**src/rtl/memory_burst_writer_pkg.sv**
```systemverilog
// Shared constants, field offsets and FSM encoding for the SDRAM burst write and read paths.
package memory_burst_writer_pkg;

    localparam int DEF_BYTES_PER_ADDR = 32;
    localparam int DEF_BURST_N        = 128;

    localparam int SDRAM_ADDR_W = 27;
    localparam int BURSTCOUNT_W = 8;
    localparam int COUNT_W      = 32;
    localparam int FIELD_W      = 32;

    // Command word: {byte size, byte address}; status word: {bytes written, tag}
    localparam int CMD_ADDR_LSB  = 0;
    localparam int CMD_SIZE_LSB  = 32;
    localparam int STAT_TAG_LSB  = 0;
    localparam int STAT_SIZE_LSB = 32;

    typedef enum logic [1:0] {
        IDLE   = 2'd0,
        FETCH  = 2'd1,
        BURST  = 2'd2,
        STATUS = 2'd3
    } burst_state_t;

    function automatic logic [COUNT_W-1:0] min_count(input logic [COUNT_W-1:0] a,
                                                     input logic [COUNT_W-1:0] b);
        return (a < b) ? a : b;
    endfunction

endpackage

```
**src/rtl/burst_addr_gen.sv**
```systemverilog
// Start address and length of the burst that begins at beat beats_done of a job.
module burst_addr_gen
    import memory_burst_writer_pkg::*;
#(
    parameter int BURST_N = DEF_BURST_N
)(
    input  logic [COUNT_W-1:0]      base,
    input  logic [COUNT_W-1:0]      beats_done,
    input  logic [COUNT_W-1:0]      beats,
    output logic [SDRAM_ADDR_W-1:0] address,
    output logic [BURSTCOUNT_W-1:0] burstcount
);

    logic [COUNT_W-1:0] remaining;

    assign remaining  = beats - beats_done;
    // Word address wraps modulo the SDRAM address space
    assign address    = SDRAM_ADDR_W'(base + beats_done);
    assign burstcount = BURSTCOUNT_W'(min_count(remaining, COUNT_W'(BURST_N)));

endmodule

```
**src/rtl/memory_burst_writer.sv**
```systemverilog
// Pulls write jobs from a command FIFO, streams result beats into SDRAM as Avalon-MM
// bursts with no internal buffering, and posts a status word per completed job.
module memory_burst_writer
    import memory_burst_writer_pkg::*;
#(
    parameter int BYTES_PER_ADDR = DEF_BYTES_PER_ADDR,
    parameter int BURST_N        = DEF_BURST_N
)(
    input  logic         CLOCK,
    input  logic         reset_n,
    input  logic [31:0]  in_count,
    output logic         fifo_in_read,
    input  logic [63:0]  fifo_in_readdata,
    input  logic         fifo_in_waitrequest,
    output logic         fifo_out_write,
    output logic [63:0]  fifo_out_writedata,
    input  logic         fifo_out_waitrequest,
    input  logic [255:0] wr_data,
    input  logic         wr_valid,
    output logic         wr_ready,
    output logic [26:0]  sdram1_data_address,
    output logic [7:0]   sdram1_data_burstcount,
    output logic         sdram1_data_write,
    output logic [255:0] sdram1_data_writedata,
    output logic [31:0]  sdram1_data_byteenable,
    input  logic         sdram1_data_waitrequest,
    output logic         is_writing
);

    localparam int ADDR_SHIFT = $clog2(BYTES_PER_ADDR);

    burst_state_t state_reg, state_next;

    logic                    fifo_in_read_reg, fifo_in_read_next;
    logic                    fifo_out_write_reg, fifo_out_write_next;
    logic                    is_writing_reg, is_writing_next;
    logic                    write_reg, write_next;
    logic [255:0]            writedata_reg, writedata_next;
    logic [SDRAM_ADDR_W-1:0] address_reg, address_next;
    logic [BURSTCOUNT_W-1:0] burstcount_reg, burstcount_next;
    logic [COUNT_W-1:0]      base_reg, base_next;
    logic [COUNT_W-1:0]      beats_reg, beats_next;
    logic [COUNT_W-1:0]      beats_done_reg, beats_done_next;
    logic [COUNT_W-1:0]      burst_beat_reg, burst_beat_next;

    logic [COUNT_W-1:0]      cmd_addr, cmd_size, cmd_base, cmd_beats;
    logic [COUNT_W-1:0]      issued, issued_in_burst;
    logic [SDRAM_ADDR_W-1:0] gen_address;
    logic [BURSTCOUNT_W-1:0] gen_burstcount;
    logic                    complete, ready, accept;

    assign cmd_addr  = fifo_in_readdata[CMD_ADDR_LSB +: FIELD_W];
    assign cmd_size  = fifo_in_readdata[CMD_SIZE_LSB +: FIELD_W];
    assign cmd_base  = cmd_addr >> ADDR_SHIFT;
    assign cmd_beats = cmd_size >> ADDR_SHIFT;

    // At most one beat is in flight, so accepted = completed + pending
    assign issued          = beats_done_reg + COUNT_W'(write_reg);
    assign issued_in_burst = burst_beat_reg + COUNT_W'(write_reg);

    assign complete = write_reg && !sdram1_data_waitrequest;
    assign ready    = (state_reg == BURST) && (!write_reg || !sdram1_data_waitrequest)
                      && (issued < beats_reg);
    assign accept   = wr_valid && ready;

    burst_addr_gen #(
        .BURST_N    (BURST_N)
    ) u_addr_gen (
        .base       (base_reg),
        .beats_done (issued),
        .beats      (beats_reg),
        .address    (gen_address),
        .burstcount (gen_burstcount)
    );

    always_comb begin
        state_next          = state_reg;
        fifo_in_read_next   = fifo_in_read_reg;
        fifo_out_write_next = fifo_out_write_reg;
        is_writing_next     = is_writing_reg;
        write_next          = write_reg;
        writedata_next      = writedata_reg;
        address_next        = address_reg;
        burstcount_next     = burstcount_reg;
        base_next           = base_reg;
        beats_next          = beats_reg;
        beats_done_next     = beats_done_reg;
        burst_beat_next     = burst_beat_reg;

        case (state_reg)
            IDLE: begin
                fifo_in_read_next = 1'b1;
                state_next        = FETCH;
            end
            FETCH: begin
                if (fifo_in_read_reg && !fifo_in_waitrequest && (fifo_in_readdata != '0)) begin
                    fifo_in_read_next = 1'b0;
                    is_writing_next   = 1'b1;
                    base_next         = cmd_base;
                    beats_next        = cmd_beats;
                    beats_done_next   = '0;
                    burst_beat_next   = '0;
                    // Zero burstcount forces the first accepted beat to open a burst
                    burstcount_next   = '0;
                    if (cmd_beats == '0) begin
                        fifo_out_write_next = 1'b1;
                        state_next          = STATUS;
                    end else begin
                        state_next = BURST;
                    end
                end
            end
            BURST: begin
                beats_done_next = beats_done_reg + COUNT_W'(complete);
                burst_beat_next = burst_beat_reg + COUNT_W'(complete);
                if (accept) begin
                    write_next     = 1'b1;
                    writedata_next = wr_data;
                    if (issued_in_burst == COUNT_W'(burstcount_reg)) begin
                        address_next    = gen_address;
                        burstcount_next = gen_burstcount;
                        burst_beat_next = '0;
                    end
                end else if (complete) begin
                    write_next = 1'b0;
                end
                if (complete && (beats_done_reg + COUNT_W'(1) == beats_reg)) begin
                    write_next          = 1'b0;
                    fifo_out_write_next = 1'b1;
                    state_next          = STATUS;
                end
            end
            STATUS: begin
                if (fifo_out_write_reg && !fifo_out_waitrequest) begin
                    fifo_out_write_next = 1'b0;
                    is_writing_next     = 1'b0;
                    state_next          = IDLE;
                end
            end
            default: state_next = IDLE;
        endcase
    end

    always_ff @(posedge CLOCK or negedge reset_n) begin
        if (!reset_n) begin
            state_reg          <= IDLE;
            fifo_in_read_reg   <= 1'b0;
            fifo_out_write_reg <= 1'b0;
            is_writing_reg     <= 1'b0;
            write_reg          <= 1'b0;
            writedata_reg      <= '0;
            address_reg        <= '0;
            burstcount_reg     <= '0;
            base_reg           <= '0;
            beats_reg          <= '0;
            beats_done_reg     <= '0;
            burst_beat_reg     <= '0;
        end else begin
            state_reg          <= state_next;
            fifo_in_read_reg   <= fifo_in_read_next;
            fifo_out_write_reg <= fifo_out_write_next;
            is_writing_reg     <= is_writing_next;
            write_reg          <= write_next;
            writedata_reg      <= writedata_next;
            address_reg        <= address_next;
            burstcount_reg     <= burstcount_next;
            base_reg           <= base_next;
            beats_reg          <= beats_next;
            beats_done_reg     <= beats_done_next;
            burst_beat_reg     <= burst_beat_next;
        end
    end

    always_comb begin
        fifo_out_writedata = '0;
        if (fifo_out_write_reg) begin
            fifo_out_writedata[STAT_TAG_LSB +: FIELD_W]  = in_count;
            fifo_out_writedata[STAT_SIZE_LSB +: FIELD_W] = beats_done_reg << ADDR_SHIFT;
        end
    end

    assign fifo_in_read           = fifo_in_read_reg;
    assign fifo_out_write         = fifo_out_write_reg;
    assign is_writing             = is_writing_reg;
    assign wr_ready               = ready;
    assign sdram1_data_write      = write_reg;
    assign sdram1_data_writedata  = writedata_reg;
    assign sdram1_data_address    = address_reg;
    assign sdram1_data_burstcount = burstcount_reg;
    assign sdram1_data_byteenable = '1;

endmodule

```
**config.mk**
```make
export PLATFORM = sky130hd
export DESIGN_NAME = memory_burst_writer
export DESIGN_NICKNAME = d
export VERILOG_FILES = /design/src/rtl/memory_burst_writer_pkg.sv /design/src/rtl/burst_addr_gen.sv /design/src/rtl/memory_burst_writer.sv
export SDC_FILE = /design/constraint.sdc
export NUM_CORES = 1
export LEC_CHECK = 0
export ABC_CLOCK_PERIOD_IN_PS = 5490
export CORE_AREA = 2 2 296 298
export DETAILED_ROUTE_END_ITERATION = 6
export DIE_AREA = 0 0 298 300
export PLACE_DENSITY = 0.49
export REMOVE_ABC_BUFFERS = 1
export SLEW_MARGIN = 20
export SYNTH_ARGS = -nofsm -noshare
export SYNTH_HDL_FRONTEND = slang
export SYNTH_SLANG_ARGS = --single-unit
```
**constraint.sdc**
```tcl
create_clock -name CLOCK -period 5.49 [get_ports CLOCK]
set_input_delay 0.549 -clock CLOCK [delete_from_list [all_inputs] [get_ports CLOCK]]
set_output_delay 0.549 -clock CLOCK [all_outputs]
set_load 0.005 [all_outputs]
```
==> impl_metrics.ini <==
[status]
status = finished, final reports clean

[sta]
hold_ws_ps = 6.97
fmax_ghz = 0.193
setup_viol = 0
min_period_ps = 5190
tns_ps = 0
finalCritPeriodShare_pct = 94.6
hold_violations = 0
slew_violations = 0
max_slew_margin_pct = 36.4
fin_skew_ps = 20.9
fin_ws_ps = 298
tightestPinTransition_ps = 945
rsz0062_at_grt = false

[synthesis]
synthDistinctLibCells = 82
synth_edf_count = 0
yosys_warnings = 0
synth-seq-cells = 415
synth.yosys.seq_area_share_pct = 46.6
syn-cell-area_sq_um = 22300
synth.most_common_cell = dfrtp_1
async_flop_share_pct = 100
yosysTopAreaCell = dfrtp_1
syn-mean-instance-area_sq_um = 10.8
ys_top_cells_by_area = dfrtp_1, mux2_2, ha_1
synthTopCellsByCount = dfrtp_1, mux2_2, nand2_1
synth_top_area_share_pct = 46.6
netlist_instances = 2055
synth_flop_cell = dfrtp_1

[cells_and_area]
fin_area_sq_um = 32800
nFillCells = 8565
area_delta_synth_final_pct = 47.5
drive_above_1_share_pct = 19.2
final_util_pct = 38.1
stdcell_count = 3990
largest_reg_flops = 256
final_nets = 3212

[global_routing]
grt_pass1_wl_mm = 131
grt_usage_pct = 19.4
antenna_found_initial = 8
grt_start_max_net_pins = 137
grt_pass1_vias = 19400
grt_remaining_overflow = 0

[critical_path]
worst_ep_required_time_ps = 5970
end_kind = flop
crit_type = reg2reg
rr_worst_depth = 19
r2r_setup_slack_ps = 300
cpMaxStageDelayCell = or4_1
arrival_ps = 5670
timing.rr.end = sdram1_data_burstcount[7]
crit_top_cell = a21o_1
crit_path_end = sdram1_data_burstcount[7]
crit_chain = ha_1 -> nand3_1 -> or3_4 -> xnor2_1 -> inv_1 -> ha_1 -> a21o_1 -> a21o_1 -> a21oi_2 -> o221a_2 -> o21ai_0 -> a21o_1 -> or4_1 -> a2111oi_2 -> nand4_1 -> or4b_1 -> or4_1 -> buf_4 -> a21boi_1
slowest_delay_ps = 530
r2r-start = beats_done_reg[0]
crit_fanout = 8
crit_path_start_kind = flop
startpoint = beats_done_reg[0]

[power]
peakVddDrop_mv = 0.315
fin_total_pwr_mw = 16.9
power_density_nw_per_um2 = 515
p_leak_nw = 13.6

[placed_design]
place_area_sq_um = 30900
finalWeightedCongestion = 0.896
dpl.hpwl_mm = 71.1
io_buffers = 712
pre_cts_slack_ps = 140
dp.cells = 3891

[floorplanning]
dieArea_sq_um = 89400
num_io_pins = 750
rows = 108
initial_core_util_pct = 25.8
die_x_um = 298
core-area_sq_um = 86200
die_h_um = 300

[drt]
vias_per_cell = 4.73
drtAntennaViolNets = 0
drc = 0
drtPass1Iterations = 5
num_vias = 18900
avgRoutedWirePerCell_um = 22.4
routed_wl_mm = 89.4
dr.first_iter.drc_count = 1307

[clocking]
cts.path.max_buffers = 3
cts_buffers = 52
insertion_delay_ps = 600
clk_pin_slew_ps = 70
htree_levels = 2
cts_root_buf = clkbuf_16
cts.sinks = 415
cts_tree = done

[hold_path]
hp-class = in2async

[flow_run]
drv_cap = 0
final cells by class:
cell class | instances | area [sq um] | area share, %
inverters | 67 | 251 | 0.766
flip-flops and latches | 415 | 10400 | 31.6
well taps | 1155 | 1450 | 4.40
multi-input cells | 1465 | 11200 | 34.0
repair buffers | 791 | 7810 | 23.8
diodes | 3 | 7.51 | 0.0229
clock inverters | 21 | 263 | 0.800
clock buffers | 73 | 1530 | 4.66
what timing repair did:
item                       in CTS  in global routing
resized for setup               4                 20
hold buffers                    0                  0
pin swaps                       2                  2
buffers inserted                1                  1
setup endpoints to repair       1                 45
kinds of logic after synthesis:
kind of cell    synth area share (%)
xor+xnor                        5.82
other cells                   0.0337
buf+inv                         4.44
compound gates                  8.91
flops                           46.6
mux                             17.1
simple gates                    13.2
fa+ha+maj                       3.87
worst min path at each step:
stage	startpoint	end	slack (ps)	depth (start not counted)
global route	reset_n	sdram1_data_writedata[48]	40	1
global placement	sdram1_data_writedata[224]	sdram1_data_writedata[224]	490	1
CTS	reset_n	sdram1_data_writedata[48]	3	1
finish	reset_n	sdram1_data_writedata[48]	7	1
floorplan	reset_n	base_reg[0]	250	0
detailed placement	sdram1_data_writedata[217]	sdram1_data_writedata[217]	490	1
cell usage in the layout (no fill, tap or decap), types with 52 or more instances in the layout:
master           netlist  routed
mux2_2               330     330
buf_4                 41      72
a21oi_1               77      74
ha_1                  60      58
o21ai_0               88      88
inv_1                 66      66
and2_1                64      64
xnor2_1               85      84
nand2_1              117     117
nand3_1               60      60
dfrtp_1              415     413
clkdlybuf4s50_1        0     710
nor2_1               107     106
xor2_1                63      59
clkbuf_16              0      52
critical path: cells and delay by family, from the launching register on:
kind / cells / cell delay, ps
AOI/OAI and AO/OA: 8 / 1580
xor gates and xnor gates: 1 / 210
adders and majority gates: 2 / 490
buffers and inverters: 2 / 260
DFF: 1 / 350
and+or+nand+nor: 6 / 2160
per-layer routing:
| layer | GRT usage [%] | up-vias | share of wire [%] |
|---|---|---|---|
| met2 | 34.4 | 672 | 50 |
| met5 | 0 | - | 0.0078 |
| met1 | 23.8 | 9433 | 41 |
| li1 | - | 8679 | - |
| met4 | 3.54 | 2 | 1.7 |
| met3 | 4.99 | 96 | 7.2 |
where the power goes:
group | internal (mW) | switching, mW | leakage, nW
clock network | 2.17 | 1.43 | 0.890
logic | 4.52 | 3.51 | 7.66
registers | 4.38 | 0.912 | 5.10
total | 11.1 | 5.85 | 13.6
(Power assumes the default switching activity.)
==> RTL edit 1 (same flow settings) <==
Encoding of `burst_state_t`: now one-hot (4 bits for 4 states).
--- a/src/rtl/memory_burst_writer_pkg.sv
+++ b/src/rtl/memory_burst_writer_pkg.sv
@@ -16,9 +16,9 @@
     localparam int STAT_SIZE_LSB = 32;
 
-    typedef enum logic [1:0] {
-        IDLE   = 2'd0,
-        FETCH  = 2'd1,
-        BURST  = 2'd2,
-        STATUS = 2'd3
+    typedef enum logic [3:0] {
+        IDLE   = 4'b0001,
+        FETCH  = 4'b0010,
+        BURST  = 4'b0100,
+        STATUS = 4'b1000
     } burst_state_t;
 
Formal check against the unedited RTL: no difference found for any inputs over 4 cycles, from zero or initial values and one cycle with reset_n low; so few cycles prove little.
==> RTL edit 1 against the original RTL <==
- area after synthesis grew 3.6%
- setup slack lost 0.12 ns
- wire length rose by 17%
- design area is 1.1% higher
- first-iteration DRC count is 12% higher
- critical endpoint is now wr_ready
- power down 20%
- register-to-register slack better by 0.24 ns
- sequential cell count is 2 higher
- largest cell class unchanged
- worst hold slack gained 0.45 ns
==> RTL edit 1: results (changes against the original RTL) <==
[status]
outcome = finished clean  ; unchanged

[worst_setup_path]
max_stage_delay_ns = 0.61  ; was 0.53 ns
crit_fanout = 6  ; was 8
arrival_ns = 4.76  ; was 5.67 ns

[grt]
grtUsageMet3 = 0.05203  ; was 0.04993
use_met1 = 0.2785  ; was 0.2378
grt_util_met2 = 0.3937  ; was 0.3441
antenna_found_initial = 10  ; was 8
grt_max_degree = 140  ; was 137
first_global_vias = 21820  ; was 19450

[detailed_routing]
drtIter0Drc = 1468  ; was 1307
vias_per_cell = 4.758  ; was 4.732
route.met3.wl_um = 6889  ; was 6408 um
routed_wl_um = 104400  ; was 89380 um

[final_layout]
seq_share = 0.3144  ; was 0.3162
num-clock-buffers = 74  ; was 73
num-nets-final = 3918  ; was 3212
buffers = 785  ; was 791
stdcell_count = 4688  ; was 3990
n_all_inverters = 53  ; was 67

[synth]
synth_mux_area_frac = 0.008410  ; was 0.1709

[place]
place_congestion = 0.9333  ; was 0.8964
hpwl_um = 82010  ; was 71050 um
dpl_cell_area_sq_um = 31450  ; was 30920 sq um
dp_slack_ns = 0.2129  ; was 0.1398 ns
placed_cells_incl_taps = 4592  ; was 3891

[clock_tree]
cts_setup_buffers = 0  ; was 1

[RTL edit 1: power by group]
group | total [mW] | leakage, nW | internal, mW | switching (mW)
clock network | 3.33 | 0.783 | 1.89 | 1.44
registers | 4.63 | 5.55 | 3.95 | 0.674
logic | 5.67 | 8.80 | 2.73 | 2.94
[RTL edit 1: worst paths after layout]
path | start | to | slack [ns] | cells after the start
max | sdram1_data_write | wr_ready | 0.18 | 16
min | sdram1_data_writedata[155] | sdram1_data_writedata[155] | 0.46 | 2
max reg2reg | beats_done_reg[6] | sdram1_data_burstcount[5] | 0.54 | 18
max in group asynchronous | reset_n | sdram1_data_address[6] | 3.58 | 3
min in group asynchronous | reset_n | sdram1_data_writedata[129] | 0.49 | 2
min reg2reg | sdram1_data_writedata[155] | sdram1_data_writedata[155] | 0.46 | 2
==> RTL edit 2 (same flow settings) <==
Without the edit above. Set the package constant `DEF_BYTES_PER_ADDR` to 64 (it was 32).
--- a/src/rtl/memory_burst_writer_pkg.sv
+++ b/src/rtl/memory_burst_writer_pkg.sv
@@ -2,5 +2,5 @@
 package memory_burst_writer_pkg;
 
-    localparam int DEF_BYTES_PER_ADDR = 32;
+    localparam int DEF_BYTES_PER_ADDR = 64;
     localparam int DEF_BURST_N        = 128;
 
Check against the original RTL: not equivalent (a bounded check fails within 4 cycles, from zero or initial values and one cycle with reset_n low).
==> RTL edit 2 against the original RTL <==
- wire length rose by 6.8%
- count of clock-buffer cells in the layout did not move
- critical path depth fell by 5
- design area rose by 0.40%
- setup slack got worse by 0.11 ns
- critical path type is now register to output pin
- largest power group unchanged
- register-to-register slack improved by 0.12 ns
- power fell by 0.85%
- area after synthesis rose by 0.80%
- sequential cell count fell by 2
==> RTL edit 2: results (changes against the original RTL) <==
[clock_tree]
cts_setup_buffers = 4  ; was 1
post_cts_resized = 14  ; was 4
insertion_delay_ns = 0.63  ; was 0.60 ns

[worst_setup_path]
reg2reg_slack_ns = 0.42  ; was 0.30 ns
timing_worst_setup_path_type = register to output pin  ; was register to register
crit_fanout = 10  ; was 8
cp_slowest_cell = dfrtp_1  ; was or4_1
arrival_ns = 4.76  ; was 5.67 ns

[detailed_routing]
route.met3.wl_um = 6089  ; was 6408 um
drtIter0Drc = 1209  ; was 1307
first_pass_iters = 6  ; was 5
routed_wl_um = 95460  ; was 89380 um
met1_length_um = 42760  ; was 36290 um
vias = 19210  ; was 18880

[status]
outcome = finished clean  ; unchanged

[place]
hpwl_um = 75940  ; was 71050 um
numPortBuffers = 711  ; was 712
place_congestion = 1.005  ; was 0.8964
dpl_cell_area_sq_um = 30890  ; was 30920 sq um
placed_cells_incl_taps = 3884  ; was 3891

[grt]
grt_max_degree = 122  ; was 137
grt_pass1_wl_um = 138100  ; was 131100 um
use_met1 = 0.2848  ; was 0.2378
grt_usage = 0.2066  ; was 0.1938
antenna_found_initial = 11  ; was 8

[final_layout]
drive_gt1_frac = 0.1829  ; was 0.1917
fillers = 8531  ; was 8565
num-nets-final = 3219  ; was 3212

[sta]
finClkSkew_ns = 0.03380  ; was 0.02085 ns

[synth]
syn_inst = 2078  ; was 2055
synth_cell_types = 89  ; was 82
synthTopCellsByCount = dfrtp_1, mux2_2, nor2_1  ; was dfrtp_1, mux2_2, nand2_1

## RTL edit 2: per-stage QoR
stage | power (mW) | utilization | hold WS, ns | TNS, ns | setup WS [ns]
after floorplan | 8.977 | - | 0.2534 | -1069.92 | -4.170
after global placement | 13.02 | 0.3582 | 0.4747 | 0 | 0.1278
after detailed placement | 13.10 | 0.3583 | 0.4768 | 0 | 0.02719
after CTS | 16.98 | 0.3807 | 0.04755 | 0 | 0.003309
after global routing | 17.77 | 0.3824 | 0.07774 | -0.005105 | -0.005105
final | 16.79 | 0.3826 | 0.01775 | 0 | 0.1850
## RTL edit 2: area by class of cell
type	count	share of cell area
Antenna cell	6	0.0004552
Timing Repair Buffer	776	0.2345
Sequential cell	413	0.3138
Clock buffer	73	0.04518
Clock inverter	22	0.01055
Inverter	62	0.007056
Tap cell	1155	0.04382
Multi-Input combinational cell	1491	0.3447
## RTL edit 2: cells by family (layout without fill, tap and decap cells)
family,after synthesis,after routing,share of synthesized area
and+or+nand+nor,607,607,0.1420
adders and majority gates,66,66,0.03734
muxes,318,318,0.1592
buffers and inverters,210,933,0.04571
other,2,44,0.0003346
AOI/OAI and AO/OA,292,292,0.08868
xor gates and xnor gates,170,170,0.06633
DFF,413,413,0.4604
## RTL edit 2: worst register-to-register path: cells and delay by family (launching register included)
| family | cells | cell delay [ns] |
|---|---|---|
| buffers and inverters | 1 | 0.09 |
| adders and majority gates | 1 | 0.41 |
| AOI/OAI and AO/OA | 6 | 1.55 |
| xor gates and xnor gates | 1 | 0.29 |
| DFF | 1 | 0.54 |
| and+or+nand+nor | 7 | 2.11 |
## RTL edit 2: power by group
group | switching, mW | total, mW | internal, mW
sequential | 0.915 | 5.25 | 4.34
clock | 1.50 | 3.69 | 2.19
combinational | 3.46 | 7.84 | 4.38
total | 5.88 | 16.8 | 10.9
